$ cat src/rtl/vga_text_pkg.sv
// Shared constants for the text-mode pixel generator: cell geometry, char ROM
// shape and pipeline depth.
package vga_text_pkg;

  localparam int unsigned CHAR_W      = 16;
  localparam int unsigned CHAR_H      = 16;
  localparam int unsigned ROM_ADDR_W  = 12;
  localparam int unsigned ROM_DATA_W  = 16;
  localparam int unsigned PIPE_LAT    = 3;
  localparam int unsigned CURSOR_LINE = 14;

  // Bit widths of the in-cell pixel column and glyph line.
  localparam int unsigned CELL_BITS = $clog2(CHAR_W);
  localparam int unsigned LINE_BITS = $clog2(CHAR_H);

endpackage

$ cat src/rtl/pipe_delay.sv
// Generic fixed-depth register delay line with synchronous active-high reset.
module pipe_delay #(
  parameter int unsigned WIDTH = 1,
  parameter int unsigned DEPTH = 1
) (
  input  logic             clk_i,
  input  logic             rst_i,
  input  logic [WIDTH-1:0] d_i,
  output logic [WIDTH-1:0] q_o
);

  logic [WIDTH-1:0] stage_q [DEPTH];

  always_ff @(posedge clk_i) begin
    if (rst_i) begin
      for (int i = 0; i < DEPTH; i++) stage_q[i] <= '0;
    end else begin
      stage_q[0] <= d_i;
      for (int i = 1; i < DEPTH; i++) stage_q[i] <= stage_q[i-1];
    end
  end

  assign q_o = stage_q[DEPTH-1];

endmodule

$ cat src/rtl/text_pixel_gen.sv
// Text-mode pixel generator: text buffer -> char ROM -> shift register, with a
// blinking underline cursor and syncs realigned to the 3-cycle pixel latency.
module text_pixel_gen
  import vga_text_pkg::*;
#(
  parameter int unsigned COL_BITS   = 6,
  parameter int unsigned ROW_BITS   = 5,
  parameter int unsigned BLINK_BITS = 5
) (
  input  logic                          CLK,
  input  logic                          RST,
  input  logic                          DE_IN,
  input  logic                          HSYNC_IN,
  input  logic                          VSYNC_IN,
  input  logic [COL_BITS+CELL_BITS-1:0] X_IN,
  input  logic [ROW_BITS+LINE_BITS-1:0] Y_IN,
  output logic [COL_BITS+ROW_BITS-1:0]  TEXT_ADDR,
  input  logic [7:0]                    CHAR_CODE,
  output logic [ROM_ADDR_W-1:0]         ROM_ADDR,
  input  logic [ROM_DATA_W-1:0]         ROM_DO,
  input  logic                          CURSOR_EN,
  input  logic [COL_BITS-1:0]           CURSOR_COL,
  input  logic [ROW_BITS-1:0]           CURSOR_ROW,
  output logic                          PIXEL_ON,
  output logic                          DE_OUT,
  output logic                          HSYNC_OUT,
  output logic                          VSYNC_OUT
);

  logic [LINE_BITS-1:0]  line_c;
  logic [LINE_BITS-1:0]  line_d1;
  logic                  cell_load_c;
  logic                  cursor_hit_c;
  logic                  blink_on_c;
  logic                  de_d2;
  logic                  load_d2;
  logic                  hit_d2;
  logic                  vsync_q;
  logic [BLINK_BITS-1:0] frame_q;
  logic [ROM_DATA_W-1:0] shreg_q;
  logic [ROM_DATA_W-1:0] shreg_d;
  logic                  pixel_q;

  assign line_c      = Y_IN[LINE_BITS-1:0];
  assign cell_load_c = (X_IN[CELL_BITS-1:0] == '0);
  assign TEXT_ADDR   = {Y_IN[ROW_BITS+LINE_BITS-1:LINE_BITS], X_IN[COL_BITS+CELL_BITS-1:CELL_BITS]};
  assign ROM_ADDR    = {CHAR_CODE, line_d1};

  // Cursor decision is made at pipeline entry so it travels with its pixel.
  assign blink_on_c   = frame_q[BLINK_BITS-1];
  assign cursor_hit_c = CURSOR_EN & blink_on_c
                      & (TEXT_ADDR == {CURSOR_ROW, CURSOR_COL})
                      & (line_c >= LINE_BITS'(CURSOR_LINE));

  pipe_delay #(.WIDTH(LINE_BITS), .DEPTH(1)) u_line_dly (
    .clk_i (CLK),
    .rst_i (RST),
    .d_i   (line_c),
    .q_o   (line_d1)
  );

  pipe_delay #(.WIDTH(3), .DEPTH(PIPE_LAT-1)) u_pix_dly (
    .clk_i (CLK),
    .rst_i (RST),
    .d_i   ({DE_IN, cell_load_c, cursor_hit_c}),
    .q_o   ({de_d2, load_d2, hit_d2})
  );

  pipe_delay #(.WIDTH(3), .DEPTH(PIPE_LAT)) u_sync_dly (
    .clk_i (CLK),
    .rst_i (RST),
    .d_i   ({DE_IN, HSYNC_IN, VSYNC_IN}),
    .q_o   ({DE_OUT, HSYNC_OUT, VSYNC_OUT})
  );

  // Frame counter for cursor blink, stepped on each VSYNC rising edge.
  always_ff @(posedge CLK) begin
    if (RST) begin
      vsync_q <= 1'b0;
      frame_q <= '0;
    end else begin
      vsync_q <= VSYNC_IN;
      if (VSYNC_IN && !vsync_q) frame_q <= frame_q + BLINK_BITS'(1);
    end
  end

  always_comb begin
    shreg_d = {shreg_q[ROM_DATA_W-2:0], 1'b0};
    if (load_d2) shreg_d = ROM_DO;
  end

  // Pixel register holds what shreg[MSB] will show, already blanked and cursor-mixed.
  always_ff @(posedge CLK) begin
    if (RST) begin
      shreg_q <= '0;
      pixel_q <= 1'b0;
    end else begin
      shreg_q <= shreg_d;
      pixel_q <= (shreg_d[ROM_DATA_W-1] ^ hit_d2) & de_d2;
    end
  end

  assign PIXEL_ON = pixel_q;

endmodule

$ cat config.mk
export PLATFORM = sky130hd
export DESIGN_NAME = text_pixel_gen
export DESIGN_NICKNAME = d
export VERILOG_FILES = /design/src/rtl/vga_text_pkg.sv /design/src/rtl/pipe_delay.sv /design/src/rtl/text_pixel_gen.sv
export SDC_FILE = /design/constraint.sdc
export NUM_CORES = 1
export LEC_CHECK = 0
export ABC_AREA = 1
export CAP_MARGIN = 20
export CORE_ASPECT_RATIO = 0.6
export CORE_MARGIN = 1.5
export CORE_UTILIZATION = 36
export DETAILED_ROUTE_END_ITERATION = 8
export PLACE_DENSITY = 0.79
export RECOVER_POWER = 100
export REMOVE_ABC_BUFFERS = 1
export SETUP_SLACK_MARGIN = 0.5
export SLEW_MARGIN = 20
export SYNTH_ARGS = -nofsm -noshare
export SYNTH_HDL_FRONTEND = slang
export SYNTH_HIERARCHICAL = 1
export SYNTH_SLANG_ARGS = --single-unit
$ cat constraint.sdc
create_clock -name CLK -period 1 [get_ports CLK]
set_input_delay 0.1 -clock CLK [delete_from_list [all_inputs] [get_ports CLK]]
set_output_delay 0.1 -clock CLK [all_outputs]
set_load 0.01 [all_outputs]
==> summary.md, run 1 <==
| Metric | Value |
|---|---|
| Outcome | finished, final reports clean |
| Iter 0 DRT Violations | 52 |
| Drc violations | 0 |
| Worst Tran Pin Value | 0.466 ns |
| Min Hold Slack | between 0.06 and 0.07 ns |
| Switching portion of total power | 0.240 |
| Core region area | between 4000 and 5000 um2 |
| Fraction of synthesis flops using an asynchronous set or reset pin | 0 |
| Final count of hold timing violations | 0 |
| Number of instances in the synthesized netlist | around 240 |
| Count of unique library cells instantiated by Yosys | 15 |
| Type of the worst setup path | flop to flop |
| Clock network fraction of design power | 0.331 |
| Tot Pwr | roughly 3300 uW |
| Chip height | between 50 and 60 um |
| Flip-flop and latch count after synthesis | approximately 40 |
| Antenna diode count | 0 |
| Mapped Avg Cell Area | around 7.4 um2 |
| HPWL Detailed | 2760 um |
| Routed via count | roughly 1500 |
| Top post-synthesis cells by area | sky130_fd_sc_hd__dfxtp_1 (47%), sky130_fd_sc_hd__nor2_1 (15%), sky130_fd_sc_hd__buf_4 (12%) |
| PD cells | approximately 1300 nW/um2 |
| Number of iterations in the first detailed-routing pass | 4 |
| Req. time, crit path | 1.19 ns |
| Fraction of layout instances using a drive strength above 1 | 0.279 |
| Nets | ~360 |
| Total number of yosys warnings | 6 |
| Maximum buffer depth of the clock tree | 2 |
| Share of the synthesized area in the top cell type | 0.471 |
| Number of max-slew violations in the final report | 0 |
| Clock-pin slew on the worst setup and hold paths | ~0.08 ns |
| Area of the die | ~5300 um2 |
| Power spent charging and discharging nets | a little under 800 uW |
| Synthesis-to-layout area growth | 49.1% |
| Starting density of the core | 0.378 |
| Routed wire length per instance | approximately 12 um |
| Clock latency on the worst-skew pair | roughly 0.29 ns |
| Number of synthesized flops with an enable pin | 0 |
| Global router's overall resource usage | 0.165 |
| Global-route wire length before repair | between 6000 and 7000 um |
| Worst relative slew slack | 0.690 |
| Total congestion overflow after global routing | 0 |
| Share of the yosys chip area belonging to registers | 0.471 |
| Post-DRT Antenna Nets | 0 |
| Achievable clock frequency | ~1100 MHz |
| CTS tree | done |
| Most frequently used flop master after synthesis | sky130_fd_sc_hd__dfxtp_1 |
| Part of the cycle the worst path needs | 0.936 |
| Count of H-tree levels built during CTS | 2 |
| Wirelength, routed | 4160 um |
| Per-cell via count in the routed design | 4.24 |
| Max-capacitance violation count | 0 |
| CTS Buf Count | 5 |
| Type of element launching the critical path | flop |
| Crit path launch | frame_q[1] |
| Standard-cell row count | 19 |
| Die W | between 90 and 100 um |
| Critical register-to-register path startpoint | frame_q[1] |
| Final design utilization | 0.563 |
| Initial antenna violation count | 0 |
| Part of the total power dissipated in sequential elements | 0.520 |
| Number of clock sinks | slightly above 40 |
| Shortest period the worst path allows | around 0.94 ns |
| Setup-violating endpoint count in the final report | 0 |
| Largest area contributor in the synthesized netlist | sky130_fd_sc_hd__dfxtp_1 |
| Portion of total power attributed to combinational logic | 0.150 |
| Crit path capture type | flop |
| Area of the mapped netlist | ~1700 um2 |
| Clock Root Buffer | sky130_fd_sc_hd__clkbuf_8 |
| Design internal power | 2500 uW |
| Post-route worst setup slack | 0.0636 ns |
| Launch point of the worst hold path | X_IN[0] |
| Commonest cells in the netlist | sky130_fd_sc_hd__nor2_1 (71), sky130_fd_sc_hd__dfxtp_1 (41), sky130_fd_sc_hd__inv_1 (35) |
| Hold WC Path Type | input port to flop |
| Number of hold-repair buffers added at the cts stage | 0 |
| Critical Path AT | approximately 1.1 ns |
| Count leader, synth | sky130_fd_sc_hd__nor2_1 |
| Unrepaired setup endpoints after global routing | yes |
| Port Buffer Count | 70 |
| Leak pwr | about 0.0012 uW |
| Maximum vdd drop | ~0.86 mV |
| Largest net degree at the start of global routing | 25 |
| Worst clock skew | 0.0103 ns |
| Worst setup slack after placement | -0.291 ns |
| Number of global-route vias before repair | approximately 1500 |
| Critical Path Fanout Max | 3 |
| GPL Wtd Cong | about 0.76 |
| Number of ports placed on the die boundary | 87 |
[sequential cells by signal, indices dropped and copies added (netlist names)]
| signal | flops |
|---|---|
| u_line_dly/stage_q | 4 |
| PIXEL_ON | 1 |
| u_pix_dly/stage_q | 6 |
| shreg_q | 15 |
| vsync_q | 1 |
| frame_q | 5 |
| u_sync_dly/stage_q | 9 |
[metal layers]
metal  part of all wire  routed length (um)  global-route usage
met5                  0                   0                   0
met4             0.0077                  32              0.0433
met3              0.060                 250              0.0623
met2               0.47                1970               0.262
met1               0.46                1910               0.211
[power groups by stage]
stage | Sequential [uW] | Combinational, uW | Clock [uW]
after floorplan | 1740 | 109 | 0
after global placement | 1730 | 463 | 0
after detailed placement | 1730 | 468 | 0
after CTS | 1700 | 494 | 1110
after global routing | 1710 | 540 | 1190
final | 1710 | 491 | 1090
[per-stage QoR]
| step | TNS [ns] | cells | cell area, um2 |
|---|---|---|---|
| 2_1_floorplan | -0.0971 | 206 | 1520 |
| 3_3_place_gp | -7.50 | 347 | 2370 |
| 3_5_place_dp | -7.98 | 347 | 2370 |
| 4_1_cts | 0 | 361 | 2620 |
| 5_1_grt | -0.0107 | 361 | 2600 |
| 6_report | 0 | 361 | 2600 |
[critical path, cell delays in order, from the launching register on]
cell                      delay [ns]
sky130_fd_sc_hd__dfxtp_2        0.39
sky130_fd_sc_hd__ha_4           0.16
sky130_fd_sc_hd__nand2_4        0.06
sky130_fd_sc_hd__nor2_4         0.08
sky130_fd_sc_hd__nand2_1        0.05
sky130_fd_sc_hd__nand2_1        0.05
sky130_fd_sc_hd__nor2_1         0.04
[cells by family (layout without fill, tap and decap cells)]
| family | Yosys count | in the layout | share of synthesized area |
|---|---|---|---|
| buffers and inverters | 65 | 128 | 0.207 |
| AO/OA/AOI/OAI | 18 | 18 | 0.0517 |
| XOR/XNOR | 7 | 7 | 0.0352 |
| adder cells (fa/ha/maj) | 1 | 1 | 0.00718 |
| flip-flops | 41 | 41 | 0.471 |
| AND/OR/NAND/NOR | 103 | 103 | 0.228 |
[area by class of cell]
class | count | area [um2]
repair inverters | 2 | 12.5
well taps | 63 | 78.8
fillers | 434 | 2010
clock buffers | 6 | 82.6
flip-flops and latches | 41 | 835
multi-input cells | 129 | 708
clock inverters | 1 | 7.51
inverters | 36 | 146
repair buffers | 83 | 727
[worst paths after layout]
| kind | endpoint | slack (ns) | cells past startpoint |
|---|---|---|---|
| max | frame_q[4] | 0.06 | 6 |
| min | u_pix_dly/stage_q[0][1] | 0.07 | 4 |
| max reg2reg | frame_q[4] | 0.06 | 6 |
| min reg2reg | u_sync_dly/stage_q[0][4] | 0.40 | 2 |
[layout by cell type (no fill, tap or decap), types with 3 or more instances in the layout]
cell type / instances
sky130_fd_sc_hd__nor2_1: 55
sky130_fd_sc_hd__dfxtp_1: 32
sky130_fd_sc_hd__inv_1: 28
sky130_fd_sc_hd__clkdlybuf4s50_1: 27
sky130_fd_sc_hd__nand2_1: 24
sky130_fd_sc_hd__clkbuf_1: 17
sky130_fd_sc_hd__buf_6: 16
sky130_fd_sc_hd__dlymetal6s2s_1: 10
sky130_fd_sc_hd__o21ai_1: 9
sky130_fd_sc_hd__nor2_4: 9
sky130_fd_sc_hd__dfxtp_2: 8
sky130_fd_sc_hd__nor2_2: 7
sky130_fd_sc_hd__inv_2: 6
sky130_fd_sc_hd__clkbuf_8: 6
sky130_fd_sc_hd__o21ai_2: 5
sky130_fd_sc_hd__buf_4: 5
sky130_fd_sc_hd__xor2_1: 4
sky130_fd_sc_hd__nand2_2: 4
sky130_fd_sc_hd__o21ai_0: 4
sky130_fd_sc_hd__clkinvlp_4: 3
sky130_fd_sc_hd__clkbuf_2: 3
[timing repair]
item,in CTS,in global routing
resized for setup,188,51
setup buffers,4,0
gates cloned,3,0
setup endpoints to repair,60,50
pin swaps,19,27
No activity file was read; power rests on OpenSTA's default activity.
==> inputs of run 2 (changes only) <==
CTS_CLUSTER_DIAMETER = 60   (was default)
==> results of run 2 <==
Same layout as run 1: the final DEF is identical, and so are final timing and power.
